`src/rtl/rv32i_inst_encoder_pkg.sv`:
```
// Shared types for the RV32I instruction encoder: opcodes, instruction formats,
// encoder FSM states and the opcode-to-format lookup.
package rv32i_inst_encoder_pkg;

    typedef enum logic [6:0] {
        OPC_LOAD   = 7'h03,
        OPC_FENCE  = 7'h0F,
        OPC_OPIMM  = 7'h13,
        OPC_AUIPC  = 7'h17,
        OPC_STORE  = 7'h23,
        OPC_OP     = 7'h33,
        OPC_LUI    = 7'h37,
        OPC_BRANCH = 7'h63,
        OPC_JALR   = 7'h67,
        OPC_JAL    = 7'h6F,
        OPC_SYSTEM = 7'h73
    } opcode_e;

    typedef enum logic [2:0] {
        OPT_R = 3'd0,
        OPT_I = 3'd1,
        OPT_S = 3'd2,
        OPT_B = 3'd3,
        OPT_U = 3'd4,
        OPT_J = 3'd5
    } optype_e;

    typedef enum logic [1:0] {
        ENC_IDLE  = 2'd0,
        ENC_PACK  = 2'd1,
        ENC_WRITE = 2'd2
    } enc_state_e;

    typedef struct packed {
        logic    valid;
        optype_e optype;
    } optype_sel_t;

    // Unknown opcodes come back with valid cleared; the format field is then don't-care.
    function automatic optype_sel_t opcode_to_optype(input logic [6:0] opcode);
        optype_sel_t sel;
        sel.valid  = 1'b1;
        sel.optype = OPT_I;
        case (opcode_e'(opcode))
            OPC_OP:                                                      sel.optype = OPT_R;
            OPC_OPIMM, OPC_LOAD, OPC_JALR, OPC_FENCE, OPC_SYSTEM:        sel.optype = OPT_I;
            OPC_STORE:                                                   sel.optype = OPT_S;
            OPC_BRANCH:                                                  sel.optype = OPT_B;
            OPC_LUI, OPC_AUIPC:                                          sel.optype = OPT_U;
            OPC_JAL:                                                     sel.optype = OPT_J;
            default: begin
                sel.valid  = 1'b0;
                sel.optype = OPT_I;
            end
        endcase
        return sel;
    endfunction

endpackage

```
`src/rtl/rv32i_imm_packer.sv`:
```
// Combinational packer: builds an RV32I word from decoded fields for a given format.
// RV32I_ENC_RANGE_CHECK_EN adds an immediate range/alignment error flag.
import rv32i_inst_encoder_pkg::*;

module rv32i_imm_packer (
    input  optype_e     optype_i,
    input  logic [6:0]  opcode_i,
    input  logic [2:0]  funct3_i,
    input  logic [6:0]  funct7_i,
    input  logic [4:0]  rd_i,
    input  logic [4:0]  rs1_i,
    input  logic [4:0]  rs2_i,
    input  logic [31:0] imm_i,
    output logic [31:0] word_o,
    output logic        range_err_o
);

    logic        is_shift_s;
    logic [31:0] word_s;
    logic        range_err_s;

    assign is_shift_s = (opcode_i == OPC_OPIMM) &&
                        ((funct3_i == 3'b001) || (funct3_i == 3'b101));

    // Field placement per instruction format.
    always_comb begin
        word_s = 32'h0000_0000;
        case (optype_i)
            OPT_R: word_s = {funct7_i, rs2_i, rs1_i, funct3_i, rd_i, opcode_i};
            OPT_I: begin
                if (is_shift_s) begin
                    word_s = {funct7_i, imm_i[4:0], rs1_i, funct3_i, rd_i, opcode_i};
                end else begin
                    word_s = {imm_i[11:0], rs1_i, funct3_i, rd_i, opcode_i};
                end
            end
            OPT_S: word_s = {imm_i[11:5], rs2_i, rs1_i, funct3_i, imm_i[4:0], opcode_i};
            OPT_B: word_s = {imm_i[12], imm_i[10:5], rs2_i, rs1_i, funct3_i,
                             imm_i[4:1], imm_i[11], opcode_i};
            OPT_U: word_s = {imm_i[31:12], rd_i, opcode_i};
            OPT_J: word_s = {imm_i[20], imm_i[10:1], imm_i[11], imm_i[19:12], rd_i, opcode_i};
            default: word_s = 32'h0000_0000;
        endcase
    end

`ifdef RV32I_ENC_RANGE_CHECK_EN
    logic fits12_s;
    logic fits13_s;
    logic fits21_s;

    assign fits12_s = (imm_i[31:11] == {21{imm_i[11]}});
    assign fits13_s = (imm_i[31:12] == {20{imm_i[12]}});
    assign fits21_s = (imm_i[31:20] == {12{imm_i[20]}});

    // Flag immediates that would lose information when packed.
    always_comb begin
        range_err_s = 1'b0;
        case (optype_i)
            OPT_I: begin
                if (is_shift_s) begin
                    range_err_s = |imm_i[31:5];
                end else begin
                    range_err_s = ~fits12_s;
                end
            end
            OPT_S:   range_err_s = ~fits12_s;
            OPT_B:   range_err_s = ~fits13_s | imm_i[0];
            OPT_J:   range_err_s = ~fits21_s | imm_i[0];
            OPT_U:   range_err_s = |imm_i[11:0];
            default: range_err_s = 1'b0;
        endcase
    end
`else
    assign range_err_s = 1'b0;
`endif

    assign word_o      = word_s;
    assign range_err_o = range_err_s;

endmodule

```
`src/rtl/rv32i_inst_encoder.sv`:
```
// Encodes decoded RV32I fields into instruction words and writes them to IMEM
// at an auto-incrementing address. Optional macro: RV32I_ENC_RANGE_CHECK_EN.
import rv32i_inst_encoder_pkg::*;

module rv32i_inst_encoder #(
    parameter int unsigned ADDR_W    = 10,
    parameter int unsigned BASE_ADDR = 0
) (
    input  logic              clk,
    input  logic              reset,
    input  logic              in_valid,
    output logic              in_ready,
    input  logic [6:0]        in_opcode,
    input  logic [2:0]        in_funct3,
    input  logic [6:0]        in_funct7,
    input  logic [4:0]        in_rd,
    input  logic [4:0]        in_rs1,
    input  logic [4:0]        in_rs2,
    input  logic [31:0]       in_imm,
    input  logic              addr_load,
    input  logic [ADDR_W-1:0] addr_value,
    output logic              mem_we,
    output logic [ADDR_W-1:0] mem_addr,
    output logic [31:0]       mem_wdata,
    input  logic              mem_ack,
    output logic              err_illegal,
    output logic [15:0]       wr_count
);

    localparam logic [ADDR_W-1:0] BASE_PTR = ADDR_W'(BASE_ADDR);
    localparam logic [ADDR_W-1:0] PTR_ONE  = {{(ADDR_W-1){1'b0}}, 1'b1};

    enc_state_e        state_q, state_d;
    logic [6:0]        op_q, op_d;
    logic [2:0]        f3_q, f3_d;
    logic [6:0]        f7_q, f7_d;
    logic [4:0]        rd_q, rd_d, rs1_q, rs1_d, rs2_q, rs2_d;
    logic [31:0]       imm_q, imm_d;
    logic [ADDR_W-1:0] ptr_q, ptr_d;
    logic [31:0]       wdata_q, wdata_d;
    logic              we_q, we_d;
    logic [15:0]       cnt_q, cnt_d;

    optype_sel_t       sel_s;
    logic [31:0]       word_s;
    logic              range_err_s;
    logic              legal_s;

    assign sel_s   = opcode_to_optype(op_q);
    assign legal_s = sel_s.valid & ~range_err_s;

    rv32i_imm_packer u_packer (
        .optype_i    (sel_s.optype),
        .opcode_i    (op_q),
        .funct3_i    (f3_q),
        .funct7_i    (f7_q),
        .rd_i        (rd_q),
        .rs1_i       (rs1_q),
        .rs2_i       (rs2_q),
        .imm_i       (imm_q),
        .word_o      (word_s),
        .range_err_o (range_err_s)
    );

    // Next-state logic; an addr_load in IDLE lands before a same-cycle request is written.
    always_comb begin
        state_d = state_q;
        op_d    = op_q;
        f3_d    = f3_q;
        f7_d    = f7_q;
        rd_d    = rd_q;
        rs1_d   = rs1_q;
        rs2_d   = rs2_q;
        imm_d   = imm_q;
        ptr_d   = ptr_q;
        wdata_d = wdata_q;
        we_d    = we_q;
        cnt_d   = cnt_q;
        case (state_q)
            ENC_IDLE: begin
                if (addr_load) begin
                    ptr_d = addr_value;
                end else begin
                    ptr_d = ptr_q;
                end
                if (in_valid) begin
                    op_d    = in_opcode;
                    f3_d    = in_funct3;
                    f7_d    = in_funct7;
                    rd_d    = in_rd;
                    rs1_d   = in_rs1;
                    rs2_d   = in_rs2;
                    imm_d   = in_imm;
                    state_d = ENC_PACK;
                end else begin
                    state_d = ENC_IDLE;
                end
            end
            ENC_PACK: begin
                if (legal_s) begin
                    wdata_d = word_s;
                    we_d    = 1'b1;
                    state_d = ENC_WRITE;
                end else begin
                    state_d = ENC_IDLE;
                end
            end
            ENC_WRITE: begin
                if (mem_ack) begin
                    we_d    = 1'b0;
                    ptr_d   = ptr_q + PTR_ONE;
                    cnt_d   = (cnt_q == 16'hFFFF) ? cnt_q : (cnt_q + 16'd1);
                    state_d = ENC_IDLE;
                end else begin
                    state_d = ENC_WRITE;
                end
            end
            default: begin
                we_d    = 1'b0;
                state_d = ENC_IDLE;
            end
        endcase
    end

    // State and datapath registers with synchronous reset.
    always_ff @(posedge clk) begin
        if (reset) begin
            state_q <= ENC_IDLE;
            op_q    <= 7'h00;
            f3_q    <= 3'h0;
            f7_q    <= 7'h00;
            rd_q    <= 5'h00;
            rs1_q   <= 5'h00;
            rs2_q   <= 5'h00;
            imm_q   <= 32'h0000_0000;
            ptr_q   <= BASE_PTR;
            wdata_q <= 32'h0000_0000;
            we_q    <= 1'b0;
            cnt_q   <= 16'h0000;
        end else begin
            state_q <= state_d;
            op_q    <= op_d;
            f3_q    <= f3_d;
            f7_q    <= f7_d;
            rd_q    <= rd_d;
            rs1_q   <= rs1_d;
            rs2_q   <= rs2_d;
            imm_q   <= imm_d;
            ptr_q   <= ptr_d;
            wdata_q <= wdata_d;
            we_q    <= we_d;
            cnt_q   <= cnt_d;
        end
    end

    assign in_ready    = (state_q == ENC_IDLE);
    assign err_illegal = (state_q == ENC_PACK) & ~legal_s;
    assign mem_we      = we_q;
    assign mem_addr    = ptr_q;
    assign mem_wdata   = wdata_q;
    assign wr_count    = cnt_q;

endmodule

```
`config.mk`:
```
export PLATFORM = sky130hd
export DESIGN_NAME = rv32i_inst_encoder
export DESIGN_NICKNAME = d
export VERILOG_FILES = /design/src/rtl/rv32i_inst_encoder_pkg.sv /design/src/rtl/rv32i_imm_packer.sv /design/src/rtl/rv32i_inst_encoder.sv
export SDC_FILE = /design/constraint.sdc
export NUM_CORES = 1
export LEC_CHECK = 0
export CAP_MARGIN = 0
export CELL_PAD_IN_SITES_DETAIL_PLACEMENT = 0
export CELL_PAD_IN_SITES_GLOBAL_PLACEMENT = 1
export CORE_MARGIN = 1.5
export CORE_UTILIZATION = 30
export CTS_BUF_LIST = sky130_fd_sc_hd__clkbuf_8
export CTS_CLUSTER_DIAMETER = 200
export DETAILED_ROUTE_END_ITERATION = 7
export PLACE_DENSITY = 0.73
export SLEW_MARGIN = 10
export SYNTH_ARGS = -nofsm -noshare
export SYNTH_HDL_FRONTEND = slang
export SYNTH_SLANG_ARGS = --single-unit
```
`constraint.sdc`:
```
create_clock -name clk -period 4.35 [get_ports clk]
set_input_delay 0.87 -clock clk [delete_from_list [all_inputs] [get_ports clk]]
set_output_delay 0.87 -clock clk [all_outputs]
set_load 0.03 [all_outputs]
```
==> impl_metrics.yaml, run 1 <==
power_and_ir_drop:
  peakVddDrop_v: 0.000177
  combPwrFrac: 0.104
  p_sw_mw: 0.652
  leakagePower_nw: 2.45
  switching_share: 0.244
  intPower_mw: 2.02
  powerDensity_nw_per_um2: 359
  p_clk_frac: 0.438
  seq_power_share: 0.458
sta:
  fmax_mhz: 305
  worst_slew_pin_slew_ps: 1100
  finClkSkew_ps: 15.2
  hold_viol: 0
  rsz0062_at_grt: "no"
  max_slew_margin: 0.264
  period_needed_ps: 3280
  fin_setup_tns_ps: 0
  fin_crit_sh: 0.754
  setup_violations: 0
  final_max_slew_viol_count: 0
  setup_slack_ps: 1070
synth:
  seq_area_frac_synth: 0.454
  synth_area_um2: 5510
  synth-edff-count: 0
  synth.area.top_cells: "dfxtp_1 (45%), nand2_1 (11%), a21oi_1 (9.9%)"
  synthArstFlopShare: 0
  yosys_register_bits: 125
  yosys.area.top_type: "dfxtp_1"
  synth_ff_type: "dfxtp_1"
  synthDominantCellAreaShare: 0.454
  syn_inst: 661
  synth-warning-count: 0
  synth.distinct_cells: 59
  syn-num-nets: 742
  syn-mean-instance-area_um2: 8.34
placement:
  gp_congestion: 0.801
  dp_slack_ps: 1530
  dp_hpwl_um: 11300
  io_buffers: 139
clock_tree:
  clockBufferDepth: 2
  cts_tree: "yes"
  ctsResizeCount: 0
  cts-root-buf: "clkbuf_8"
  path_clk_slew_ps: 80
  htreeDepth: 4
  cts_hold_buf: 0
  cts_setup_buffers: 0
  clkLatencyLatePin_ps: 440
  cts-buffers-inserted: 17
  clock_sink_count: 125
detailed_routing:
  routed_wl_um: 16600
  drt_iter0_drc: 368
  wl_per_cell_um: 16.2
  drc: 0
  ant_nets: 0
  vias_per_cell: 5.07
  vias: 5169
  firstDrtPassIters: 7
run_status:
  outcome: "completed"
layout:
  multi_input_area_um2: 2740
  final_util: 0.415
  drive_above_1_share: 0.0949
  fin_nets: 859
  area_delta_synth_final_pct: 35.2
  seqCellArea_um2: 2500
  n_fill_cell: 1773
floorplanning:
  rows: 49
  initial_core_util: 0.307
  die_x_um: 139
  die_area_um2: 19200
  core_um2: 18000
  ioPinCount: 140
  die_h_um: 139
critical_path:
  path_cells: "and2b_1 -> a21oi_2 -> o22ai_4 -> a31oi_1 -> clkdlybuf4s50_1"
  crit_arrival_ps: 2410
  crit_path_start_kind: "flip-flop"
  critPathTopFamily: "buffers and inverters"
  critPathBufInv: 1
  slowest_delay_ps: 710
  rrSetupSlack_ps: 1890
  path_max_fanout: 12
  cpMaxStageDelayCell: "clkdlybuf4s50_1"
  worstRegToRegCells: 5
  worstReg2RegEnd: "mem_wdata[29]"
  endpoint_kind: "primary output"
  rr_startpoint: "op_q[6]"
  required_ps: 3480
  path_class: "flip-flop to primary output"
hold_path:
  holdPathEnd: "f3_q[2]"
  min-delay-start: "f3_q[2]"
  hp-class: "flip-flop to flip-flop"
  whs_path_depth: 2
global_route:
  grt.overflow.total: 0
  track_usage: 0.170
  antenna_found_initial: 1
  grt_max_degree: 55
  grt_pass1_wl_um: 26200
  first_global_vias: 4989
flow_run:
  maxCapViolations: 0
power groups by stage:
stage                     Sequential [mW]  Clock (mW)  Combinational, mW
after floorplan                      1.25           0              0.152
after global placement               1.25           0              0.276
after detailed placement             1.25           0              0.280
after CTS                            1.22        1.20              0.282
after global routing                 1.23        1.25              0.305
final                                1.22        1.17              0.278
sequential cells by signal (all words and copies together) (netlist names):
signal	count
f3_q	3
f7_q	7
imm_q	32
mem_addr	10
mem_wdata	32
mem_we	1
op_q	7
rd_q	5
rs1_q	5
rs2_q	5
state_q	2
wr_count	16
cells in the final DEF (no fill, tap or decap), types with 3 or more instances in the layout:
cell,netlist,layout
a211oi_2,12,12
inv_1,5,5
nor4_1,7,7
nand4_1,5,5
nand2_1,161,160
a311oi_2,3,3
clkinvlp_4,0,3
o21ai_0,18,18
a222oi_1,11,11
nor2_1,30,29
nand3_1,20,20
bufinv_16,0,5
mux2i_1,12,12
clkdlybuf4s50_1,0,138
clkbuf_8,0,19
or3_1,3,3
nor3_1,11,11
nand3b_1,3,3
dfxtp_1,125,125
nand2b_1,5,5
and3_1,3,3
a211oi_1,10,10
a21oi_1,109,109
xnor2_1,12,12
a311oi_1,5,5
clkinv_2,0,4
buf_4,1,9
synth_stat cells (3+ instances only):
| cell | instances |
|---|---|
| a222oi_1 | 11 |
| nand3b_1 | 3 |
| or3_1 | 3 |
| nor2_1 | 30 |
| clkbuf_1 | 30 |
| buf_6 | 8 |
| nand4_1 | 5 |
| mux2i_1 | 12 |
| a21oi_1 | 109 |
| buf_1 | 4 |
| nor4_1 | 7 |
| a311oi_2 | 3 |
| and3_1 | 3 |
| dfxtp_1 | 125 |
| buf_2 | 6 |
| a211oi_1 | 10 |
| xnor2_1 | 12 |
| nand3_1 | 20 |
| inv_1 | 5 |
| nand2_1 | 161 |
| a211oi_2 | 12 |
| a311oi_1 | 5 |
| o21ai_0 | 18 |
| nor3_1 | 11 |
| nand2b_1 | 5 |
tightest hold or removal path, stage by stage (launching register included):
cell	delay (ps)
dfxtp_1	310
nand2_1	50
a21oi_1	50
per-stage QoR:
step / cell area [µm²] / hold slack [ps] / power (mW) / std cells
finish: 7460 / 455 / 2.67 / 1020
global route: 7460 / 479 / 2.78 / 1020
CTS: 7450 / 458 / 2.71 / 1019
detailed placement: 7000 / 447 / 1.53 / 988
global placement: 7000 / 442 / 1.52 / 988
floorplan: 5510 / 434 / 1.40 / 661
layout make-up:
class                   count  area share
flip-flops and latches    125       0.336
inverters                   5     0.00252
diodes                      1    0.000336
clock inverters            12      0.0258
multi-input cells         482       0.368
clock buffers              19      0.0351
repair buffers            147       0.194
well taps                 229      0.0384
worst max-delay path by stage:
stage | start | end | slack, ps | depth (start not counted)
5_1_grt | op_q[4] | err_illegal | 920 | 5
3_5_place_dp | op_q[4] | err_illegal | 1530 | 5
4_1_cts | op_q[4] | err_illegal | 1030 | 5
2_1_floorplan | op_q[2] | err_illegal | 1860 | 6
6_report | op_q[4] | err_illegal | 1070 | 5
3_3_place_gp | op_q[2] | err_illegal | 1580 | 5
metal layers:
metal | track usage | share of wire
met2 | 0.279 | 0.48
met1 | 0.217 | 0.45
met4 | 0.0704 | 0.023
met3 | 0.0366 | 0.043
met5 | 0 | 0
logic make-up after synthesis:
| logic type | share of synthesized area |
|---|---|
| AND/OR/NAND/NOR | 0.227 |
| AO/OA/AOI/OAI | 0.217 |
| flip-flops | 0.454 |
| buffers and inverters | 0.0497 |
| multiplexers | 0.0286 |
| XOR/XNOR | 0.0191 |
| adder cells (fa/ha/maj) | 0.00454 |
(Power assumes the default switching activity.)
==> inputs of run 2 (changes only) <==
--- a/config.mk
+++ b/config.mk
@@ -13,7 +13,7 @@
 export CTS_BUF_LIST = sky130_fd_sc_hd__clkbuf_8
 export CTS_CLUSTER_DIAMETER = 200
 export DETAILED_ROUTE_END_ITERATION = 7
-export PLACE_DENSITY = 0.73
+export PLACE_DENSITY = 0.75
 export SLEW_MARGIN = 10
 export SYNTH_ARGS = -nofsm -noshare
 export SYNTH_HDL_FRONTEND = slang
==> constraint.sdc (replaced) <==
create_clock -name clk -period 2.7 [get_ports clk]
set_input_delay 0.54 -clock clk [delete_from_list [all_inputs] [get_ports clk]]
set_output_delay 0.54 -clock clk [all_outputs]
set_load 0.03 [all_outputs]
==> run 2 against run 1 <==
Cell area down 0.10%. Sequential share of layout area increased by 0.067 points. Non-clock buffer count increased by 8. Combinational power up 66%. Register-to-register slack got worse by 1200 ps. Clock skew decreased by 6.6 ps. Sequential cell count unchanged. Sequential power increased by 61%.
==> impl_metrics.yaml, run 2 (synthesis results as in run 1) <==
run_status:
  outcome: "completed"
sta:
  worst_slew_pin_slew_ps: 618
  hold_viol: 0
  max_slew_margin: 0.588
  setup_violations: 0
  rsz0062_at_grt: "no"
  fin_setup_tns_ps: 0
  fin_crit_sh: 0.924
  finClkSkew_ps: 8.61
  fmax_mhz: 401
  final_max_slew_viol_count: 0
  hold_ws_ps: 455
  period_needed_ps: 2490
critical_path:
  slowest_delay_ps: 430
  required_ps: 2160
  path_cells: "and2b_1 -> o22a_1 -> o22ai_4 -> a31oi_1 -> dlygate4sd2_1"
  endpoint_kind: "primary output"
  crit_arrival_ps: 1950
  cpMaxStageDelayCell: "dfxtp_2"
  crit_path_start_kind: "flip-flop"
  critPathTopFamily: "compound AO/OA/AOI/OAI gates"
  path_class: "flip-flop to primary output"
  path_max_fanout: 10
  critPathBufInv: 1
global_route:
  antenna_found_initial: 0
  first_global_vias: 4918
  grt.overflow.total: 0
  grt_max_degree: 80
  track_usage: 0.170
  grt_pass1_wl_um: 26000
detailed_routing:
  ant_nets: 0
  drc: 0
  vias: 5100
  firstDrtPassIters: 5
  wl_per_cell_um: 15.8
  drt_iter0_drc: 370
  vias_per_cell: 4.97
  routed_wl_um: 16200
layout:
  area_delta_synth_final_pct: 35.1
  fin_nets: 867
  diodes: 0
  final_common_cell: "nand2_1"
  drive_above_1_share: 0.103
  layout_common_cells: "nand2_1 (160), clkdlybuf4s50_1 (137), dfxtp_1 (123), a21oi_1 (109), nor2_1 (29)"
clock_tree:
  clockBufferDepth: 2
  cts-root-buf: "clkbuf_8"
  clock_sink_count: 125
  cts_tree: "yes"
  clkLatencyLatePin_ps: 450
  cts-buffers-inserted: 17
  cts_hold_buf: 0
  htreeDepth: 4
  path_clk_slew_ps: 70
placement:
  gp_congestion: 0.829
  dp_hpwl_um: 11000
  io_buffers: 139
hold_path:
  hp-class: "flip-flop to flip-flop"
floorplanning:
  die_area_um2: 19200
  core_um2: 18000
  die_h_um: 139
  initial_core_util: 0.307
  rows: 49
  die_x_um: 139
  ioPinCount: 140
power_and_ir_drop:
  power.total_mw: 3.96
  powerDensity_nw_per_um2: 531
  peakVddDrop_v: 0.000293
  leakagePower_nw: 2.48
flow_run:
  maxCapViolations: 0
[run 2: area by class of cell]
class / instances / area [µm²]
sequential: 125 / 2500
tap: 229 / 287
multi-input combinational: 482 / 2740
timing repair buffer: 155 / 1530
fill: 1842 / 10500
clock inverter: 10 / 73.8
inverter: 5 / 18.8
clock buffer: 21 / 289
[run 2: final timing paths]
check | from | to | slack (ps) | cells after the start
max reg2reg | state_q[1] | wr_count[15] | 680 | 5
min reg2reg | imm_q[28] | imm_q[28] | 460 | 2
min | imm_q[28] | imm_q[28] | 460 | 2
max | op_q[2] | err_illegal | 210 | 5
[run 2: tightest hold or removal path: stages (launching register included)]
cell     delay, ps
dfxtp_1        310
nand2_1         50
a21oi_1         50
[run 2: layer usage]
layer	routed length, µm	track usage	vias to the layer above
met3	699	0.0418	25
met5	0	0	-
met2	7480	0.266	114
li1	-	-	2569
met1	7680	0.226	2392
met4	338	0.0665	0
[run 2: timing repair]
action,4_1_cts,5_1_grt
gates cloned,0,0
setup endpoints to repair,1,1
resized for setup,1,2
buffers inserted,0,0
[run 2: through the flow]
stage / area [µm²] / util / instances / setup slack (ps)
finish: 7450 / 0.415 / 1027 / 205
global route: 7450 / 0.415 / 1027 / 44.6
CTS: 7450 / 0.415 / 1027 / 30.5
detailed placement: 7080 / 0.394 / 996 / 265
global placement: 7080 / 0.394 / 996 / 281
floorplan: 5510 / - / 661 / 541
[run 2: where the power goes]
group	internal [mW]	total, mW	switching, mW
combinational	0.219	0.462	0.243
sequential	1.91	1.97	0.0549
clock	0.801	1.52	0.724
